<file path="config.mk">
export PLATFORM = sky130hd
export DESIGN_NAME = divider_reconstruct_seq
export DESIGN_NICKNAME = d
export VERILOG_FILES = /design/src/rtl/divider_reconstruct_pkg.sv /design/src/rtl/divider_reconstruct_seq.sv
export SDC_FILE = /design/constraint.sdc
export NUM_CORES = 1
export LEC_CHECK = 0
export ABC_CLOCK_PERIOD_IN_PS = 4150
export CAP_MARGIN = 20
export CORE_MARGIN = 1
export CORE_UTILIZATION = 56
export CTS_BUF_LIST = sky130_fd_sc_hd__clkbuf_4
export DETAILED_ROUTE_END_ITERATION = 8
export HOLD_SLACK_MARGIN = 0.08
export PLACE_DENSITY_LB_ADDON = 0.15
export SYNTH_ARGS = -nofsm -noshare
export SYNTH_HDL_FRONTEND = slang
export SYNTH_SLANG_ARGS = --single-unit
</file>
<file path="constraint.sdc">
create_clock -name clk -period 4.15 [get_ports clk]
set_clock_uncertainty 0.05 [all_clocks]
set_input_delay 0.6225 -clock clk [delete_from_list [all_inputs] [get_ports clk]]
set_output_delay 0.6225 -clock clk [all_outputs]
set_load 0.02 [all_outputs]
</file>
<file path="src/rtl/divider_reconstruct_pkg.sv">
// rtl/divider_reconstruct_pkg.sv - shared widths, FSM states and counter sizing for the reconstruct checker
package divider_reconstruct_pkg;

    localparam int N_W = 16;
    localparam int D_W = 8;
    localparam int Q_W = 8;

    typedef enum logic [1:0] {
        IDLE = 2'd0,
        MUL  = 2'd1,
        FIN  = 2'd2,
        DONE = 2'd3
    } state_t;

    // Never returns less than 1 so a single-bit quotient still gets a counter.
    function automatic int clog2(input int value);
        int width;
        width = 0;
        while ((1 << width) < value) begin
            width = width + 1;
        end
        if (width < 1) begin
            width = 1;
        end
        return width;
    endfunction

endpackage

</file>
<file path="src/rtl/divider_reconstruct_seq.sv">
// rtl/divider_reconstruct_seq.sv - rebuilds n_hat = q*d + r by LSB-first shift-add and reports n - n_hat
module divider_reconstruct_seq
    import divider_reconstruct_pkg::*;
#(
    parameter int N_W = divider_reconstruct_pkg::N_W,
    parameter int D_W = divider_reconstruct_pkg::D_W,
    parameter int Q_W = divider_reconstruct_pkg::Q_W
) (
    input  logic           clk,
    input  logic           rst,
    input  logic           in_valid,
    output logic           in_ready,
    input  logic [N_W-1:0] n,
    input  logic [D_W-1:0] d,
    input  logic [Q_W-1:0] q,
    input  logic [Q_W-1:0] r,
    output logic           out_valid,
    input  logic           out_ready,
    output logic [N_W-1:0] n_hat,
    output logic [N_W:0]   err,
    output logic           exact,
    output logic           dz
);

    localparam int A_W   = N_W + 1;
    localparam int CNT_W = clog2(Q_W);
    localparam logic [CNT_W-1:0] CNT_LAST = CNT_W'(Q_W - 1);

    state_t            r_state;
    state_t            w_state_nxt;
    logic [N_W-1:0]    r_n;
    logic [D_W-1:0]    r_d;
    logic [Q_W-1:0]    r_q;
    logic [A_W-1:0]    r_acc;
    logic [CNT_W-1:0]  r_cnt;
    logic [N_W-1:0]    r_n_hat;
    logic [A_W-1:0]    r_err;
    logic              r_exact;
    logic              r_dz;
    logic [A_W-1:0]    w_addend;
    logic [A_W-1:0]    w_err;

    assign w_addend = A_W'(r_d) << r_cnt;
    // err keeps the full accumulator even when n_hat has to truncate it.
    assign w_err    = A_W'(r_n) - r_acc;

    always_ff @(posedge clk) begin
        if (rst) begin
            r_state <= IDLE;
        end else begin
            r_state <= w_state_nxt;
        end
    end

    always_comb begin
        w_state_nxt = r_state;
        case (r_state)
            IDLE: if (in_valid) w_state_nxt = MUL;
            MUL:  if (r_cnt == CNT_LAST) w_state_nxt = FIN;
            FIN:  w_state_nxt = DONE;
            DONE: if (out_ready) w_state_nxt = IDLE;
            default: w_state_nxt = IDLE;
        endcase
    end

    always_ff @(posedge clk) begin
        if (rst) begin
            r_n     <= '0;
            r_d     <= '0;
            r_q     <= '0;
            r_acc   <= '0;
            r_cnt   <= '0;
            r_n_hat <= '0;
            r_err   <= '0;
            r_exact <= 1'b0;
            r_dz    <= 1'b0;
        end else begin
            case (r_state)
                IDLE: begin
                    if (in_valid) begin
                        r_n   <= n;
                        r_d   <= d;
                        r_q   <= q;
                        r_acc <= A_W'(r);
                        r_cnt <= '0;
                    end
                end
                MUL: begin
                    if (r_q[r_cnt]) begin
                        r_acc <= r_acc + w_addend;
                    end
                    r_cnt <= r_cnt + CNT_W'(1);
                end
                FIN: begin
                    r_n_hat <= r_acc[N_W-1:0];
                    r_err   <= w_err;
                    r_exact <= (w_err == '0);
                    r_dz    <= (r_d == '0);
                end
                default: begin
                end
            endcase
        end
    end

    assign in_ready  = (r_state == IDLE);
    assign out_valid = (r_state == DONE);
    assign n_hat     = r_n_hat;
    assign err       = r_err;
    assign exact     = r_exact;
    assign dz        = r_dz;

endmodule
</file>
==> impl_metrics.ini, run 1 <==
[clocking]
cts_tree = done
cts-root-buf = clkbuf_4
cts_sinks = 89
cts_buffer_depth = 2
cts_setup_buffers = 0
cts_made_buffers = 9
clk_pin_slew_ns = 0.14
insertion_delay_ns = 0.42
htreeDepth = 3
ctsHoldBuffers = 0
post_cts_resized = 0

[sta]
rsz0062_at_grt = no
min_period_ns = 3.669
final.setup.tns_ns = 0
hold_viol = 0
max_slew.worst_pin.slew_ns = 0.8222
setup_viol_count_final = 0
relSlewSlack_pct = 45.18
max_clock_freq_mhz = 272.6
drv_slew = 0
timing.hold.ws_ns = 0.4186
fin_crit_sh_pct = 88.41

[setup_path]
start_kind = flop
crit_start = r_cnt[0]$_SDFFE_PP0P_
cp-end-kind = flop
cp-endpoint = r_acc[8]$_SDFFE_PP0P_
rr_worst_depth = 11
path_delay_family = compound AO/OA/AOI/OAI gates
cp_num_buf_inv = 0
crit_chain = mux2i_1 > nor3_1 > fa_1 > a21o_1 > a21oi_1 > o21bai_1 > a2111oi_0 > nor3_1 > xnor2_1 > or3_1 > a21oi_1
cpMaxStageDelayCell = dfxtp_1
crit_required_ns = 4.44
reg2reg_to = r_acc[8]$_SDFFE_PP0P_
cp_slowest_stage_delay_ns = 0.78
cp_max_fo = 19
cp.depth = 11
timing.rr.start = r_cnt[0]$_SDFFE_PP0P_
rrSetupSlack_ns = 0.48
cp.arrival_ns = 3.96
path_class = reg2reg

[placement]
dp_hpwl_um = 9342
port_buffers = 80
gp_congestion = 0.8978

[synth]
yosys_warnings = 0
synth_mux_area_share_pct = 9.393
synth_xor_area_share_pct = 3.720
ys_seq_elements = 89
async_flop_share_pct = 0
synth_area_um2 = 5381
synth-edff-count = 0
yosysSeqAreaShare_pct = 33.11
syn_nets = 738
syn_area_per_cell_um2 = 8.216
synth-compound-area-share_pct = 20.81
synthCells = 655
yosys.area_share.simple_pct = 18.11
ys.flop_type = dfxtp_1
synth_top_family_by_area = compound AO/OA/AOI/OAI gates
synth_cell_types = 73
synthAdderAreaFrac_pct = 9.347

[global_routing]
grt_pass1_wl_um = 21050
grt_usage_pct = 25.89
overflow = 0
antenna_found_initial = 0
grt_pass1_vias = 4548
grt_start_max_net_pins = 80

[cells_and_area]
final_cell_mix = nand2_1 (97), dfxtp_1 (89), nor2_1 (83)
syn2layout_area_growth_pct = 19.23
drive_gt1_share_pct = 7.746
final_common_cell = nand2_1
nets = 801
diodes = 0
fillers = 792

[power_and_ir_drop]
p_leak_nw = 2.483
p_per_area_nw_per_um2 = 630.8
ir_drop_v = 0.0003891

[routing]
first_pass_iters = 4
route.detailed.drc = 0
vias = 4742
avgRoutedWirePerCell_um = 14.66
viasPerCell = 5.566
wirelength_um = 12490
postRouteAntennaNets = 0
first_iter_violations = 244

[die]
rows = 35
die_w_um = 100.0
io_pins = 81
die-area_um2 = 10010
core_area_um2 = 9284
start_util_pct = 57.96
die_y_um = 100.0

[status]
status = finished, final reports clean

[job]
cap_violations = 0

[worst_hold_path]
hold_class = reg2reg
hold_path_startpoint = r_q[2]$_SDFFE_PP0P_
[per-stage QoR]
| stage | power, mW | setup WS (ns) | instances | area [um^2] | util (%) |
|---|---|---|---|---|---|
| 6_report | 4.047 | 0.4811 | 852 | 6416 | 69.11 |
| 5_1_grt | 4.372 | 0.2190 | 852 | 6416 | 69.11 |
| 4_1_cts | 4.029 | 0.5644 | 851 | 6389 | 68.81 |
| 3_5_place_dp | 3.462 | 0.6499 | 835 | 6221 | 67.01 |
| 3_3_place_gp | 3.382 | 0.7852 | 835 | 6221 | 67.01 |
| 2_1_floorplan | 2.912 | 0.9413 | 655 | 5381 | - |
[state kept, by name, indices dropped and copies added (netlist names)]
register  count
err          17
r_acc        17
n_hat        16
r_n          16
r_d           8
r_q           8
r_cnt         3
r_state       2
dz            1
exact         1
[Yosys cell counts (all sizes together), types with 5 or more instances]
master / number / area share (%)
ha: 37 / 8.6
nor3: 10 / 1.0
mux2: 8 / 1.7
nand2b: 6 / 0.70
xnor2: 18 / 2.9
clkbuf: 21 / 1.5
and2: 7 / 0.81
a21oi: 68 / 6.4
dfxtp: 89 / 33
nand2: 97 / 6.8
a31oi: 5 / 0.98
o21ai: 21 / 2.1
inv: 37 / 2.6
buf: 13 / 1.5
nor2: 83 / 5.8
a211oi: 15 / 2.4
a21o: 8 / 1.1
mux2i: 37 / 6.9
o22ai: 5 / 0.84
[worst register-to-register path, cell delays in order (launching register included)]
cell and delay, ns:
dfxtp_1 0.78, mux2i_1 0.35, nor3_1 0.13, fa_1 0.47, a21o_1 0.20, a21oi_1 0.25
o21bai_1 0.15, a2111oi_0 0.49, nor3_1 0.13, xnor2_1 0.14, or3_1 0.31, a21oi_1 0.15
[kinds of logic (layout without fill, tap and decap cells)]
family / count (synthesis) / in the layout
XOR/XNOR: 22 / 22
multiplexers: 47 / 47
buffers and inverters: 71 / 139
adder cells (fa/ha/maj): 39 / 39
flip-flops: 89 / 89
AND/OR/NAND/NOR: 226 / 226
AO/OA/AOI/OAI: 161 / 161
[area by class of cell]
type / instances / area [um^2] / area share (%)
inverter: 37 / 138.9 / 2.165
clock inverter: 4 / 77.57 / 1.209
tap: 129 / 161.4 / 2.516
multi-input combinational: 495 / 3306 / 51.52
clock buffer: 12 / 90.09 / 1.404
timing repair buffer: 86 / 860.8 / 13.42
sequential: 89 / 1782 / 27.77
[per-layer routing]
metal	global-route usage (%)	vias to the layer above	part of all wire [%]
li1	-	2400	-
met1	32.77	2220	45
met2	46.15	109	50
met3	3.621	13	4.1
met4	7.023	0	0.93
met5	0	-	0
[worst min-delay path by stage]
stage / to / slack, ns / depth (start not counted)
after floorplan: r_q[2]$_SDFFE_PP0P_ / 0.38 / 2
after global placement: r_q[2]$_SDFFE_PP0P_ / 0.40 / 2
after detailed placement: r_q[2]$_SDFFE_PP0P_ / 0.40 / 2
after CTS: r_q[2]$_SDFFE_PP0P_ / 0.42 / 2
after global routing: r_q[2]$_SDFFE_PP0P_ / 0.43 / 2
final: r_q[2]$_SDFFE_PP0P_ / 0.42 / 2
[where the power goes]
part           total [mW]  leakage, nW  internal, mW  switching [mW]
Sequential           1.18        0.725          1.03           0.151
Clock               0.563       0.0917         0.268           0.295
Combinational        2.31         1.67         0.988            1.32
No activity file was read; power rests on OpenSTA's default activity.
==> inputs of run 2 (changes only) <==
--- a/config.mk
+++ b/config.mk
@@ -8,8 +8,7 @@
 export ABC_CLOCK_PERIOD_IN_PS = 4150
 export CAP_MARGIN = 20
 export CORE_MARGIN = 1
-export CORE_UTILIZATION = 56
-export CTS_BUF_LIST = sky130_fd_sc_hd__clkbuf_4
+export CORE_UTILIZATION = 55
 export DETAILED_ROUTE_END_ITERATION = 8
 export HOLD_SLACK_MARGIN = 0.08
 export PLACE_DENSITY_LB_ADDON = 0.15
==> run 2 against run 1 <==
Effect of this change: final area about the same; sequential power about the same; largest power group unchanged; clock-buffer cell count down 2; clock power down 3%; sequential cell count unchanged; largest cell class unchanged; global-route usage about the same; critical path depth up 1.
==> impl_metrics.ini, run 2 (synthesis results as in run 1) <==
[status]
status = finished, final reports clean

[setup_path]
crit_start = r_cnt[0]$_SDFFE_PP0P_
path_class = reg2reg
timing.rr.start = r_cnt[0]$_SDFFE_PP0P_
crit_required_ns = 4.39
start_kind = flop
cp-end-kind = flop
path_delay_family = compound AO/OA/AOI/OAI gates
cpMaxStageDelayCell = dfxtp_1
crit_chain = nand2b_1 > nor3_1 > ha_1 > fa_1 > a21o_1 > a21oi_1 > o21bai_1 > a2111oi_0 > nor3_1 > xnor2_1 > or3_1 > a21oi_1
cp_max_fo = 19
cp_slowest_stage_delay_ns = 0.75
cp_num_buf_inv = 0
cp.arrival_ns = 3.82

[cells_and_area]
final_core_util_pct = 68.49
final_cell_mix = nand2_1 (97), dfxtp_1 (89), nor2_1 (83)
final_common_cell = nand2_1
diodes = 0
drive_gt1_share_pct = 7.607
syn2layout_area_growth_pct = 19.27
nets = 801
fillers = 802

[clocking]
post_cts_resized = 0
clk_pin_slew_ns = 0.09
htreeDepth = 3
cts_buffer_depth = 2
cts_made_buffers = 9
cts_tree = done
cts_setup_buffers = 0
ctsHoldBuffers = 0
cts-root-buf = clkbuf_8
insertion_delay_ns = 0.37
cts_sinks = 89

[sta]
final.setup.tns_ns = 0
hold_viol = 0
relSlewSlack_pct = 45.36
rsz0062_at_grt = no
max_slew.worst_pin.slew_ns = 0.8196
setup_viol_count_final = 0
fin_crit_sh_pct = 86.06
min_period_ns = 3.571
max_clock_freq_mhz = 280.0
drv_slew = 0

[routing]
vias = 4791
avgRoutedWirePerCell_um = 14.71
wirelength_um = 12530
first_iter_violations = 225
viasPerCell = 5.623
first_pass_iters = 5
postRouteAntennaNets = 0
route.detailed.drc = 0

[global_routing]
grt_pass1_wl_um = 20750
overflow = 0
antenna_found_initial = 0
grt_start_max_net_pins = 80
grt_usage_pct = 25.85
grt_pass1_vias = 4493

[die]
die-area_um2 = 10180
die_w_um = 100.9
start_util_pct = 57.42
rows = 35
die_y_um = 100.9
io_pins = 81
core_area_um2 = 9371

[power_and_ir_drop]
ir_drop_v = 0.0004618
pwr-share-seq_pct = 29.1
clkPwrFrac_pct = 13.5
comb_power_share_pct = 57.4
p_int_mw = 2.236
p_per_area_nw_per_um2 = 629.0
p_leak_nw = 2.474
swShare_pct = 44.62
switchingPower_mw = 1.802

[placement]
gp_congestion = 0.9156
dp_hpwl_um = 9350
port_buffers = 80

[worst_hold_path]
hold_path_startpoint = r_q[5]$_SDFFE_PP0P_
hold_class = reg2reg

[job]
cap_violations = 0
## run 2: path summary, 6_finish.rpt
check | to | slack (ns) | cells past startpoint
min | r_q[5]$_SDFFE_PP0P_ | 0.41 | 2
min reg2reg | r_q[5]$_SDFFE_PP0P_ | 0.41 | 2
max | r_acc[8]$_SDFFE_PP0P_ | 0.58 | 12
max reg2reg | r_acc[8]$_SDFFE_PP0P_ | 0.58 | 12
## run 2: power groups by stage
stage	clock, mW	combinational [mW]	sequential [mW]
floorplan	0	1.69	1.22
global placement	0	2.20	1.19
detailed placement	0	2.27	1.19
CTS	0.551	2.28	1.18
global route	0.594	2.54	1.20
finish	0.544	2.32	1.17
## run 2: through the flow
step           hold slack (ns)  cells  cell area (um^2)  setup slack, ns  total power [mW]
6_report                0.4084    852              6419           0.5786             4.038
3_5_place_dp            0.4004    835              6221           0.6863             3.468
4_1_cts                 0.4127    851              6391           0.6439             4.010
3_3_place_gp            0.3979    835              6221           0.7881             3.387
5_1_grt                 0.4270    852              6419           0.3223             4.330
2_1_floorplan           0.3831    655              5381           0.9413             2.912
## run 2: layer usage
layer,wire (um),part of all wire (%),up-vias,GRT usage (%)
met5,0,0,-,0
met4,254,2.0,0,10.26
met3,514,4.1,20,4.369
met2,6213,50,117,44.63
met1,5549,44,2250,32.03
li1,-,-,2404,-
## run 2: worst reg2reg max path, cell delays in order (launching register included)
cell	delay (ns)
dfxtp_1	0.75
nand2b_1	0.22
nor3_1	0.06
ha_1	0.23
fa_1	0.41
a21o_1	0.20
a21oi_1	0.25
o21bai_1	0.15
a2111oi_0	0.47
nor3_1	0.13
xnor2_1	0.14
or3_1	0.30
a21oi_1	0.15
## run 2: area by class of cell
class,instances,area [um^2],area share [%]
inverter,37,138.9,2.164
tap,129,161.4,2.515
clock buffer,10,127.6,1.988
timing repair buffer,86,860.8,13.41
multi-input combinational,495,3306,51.50
sequential,89,1782,27.76
clock inverter,6,42.54,0.6628
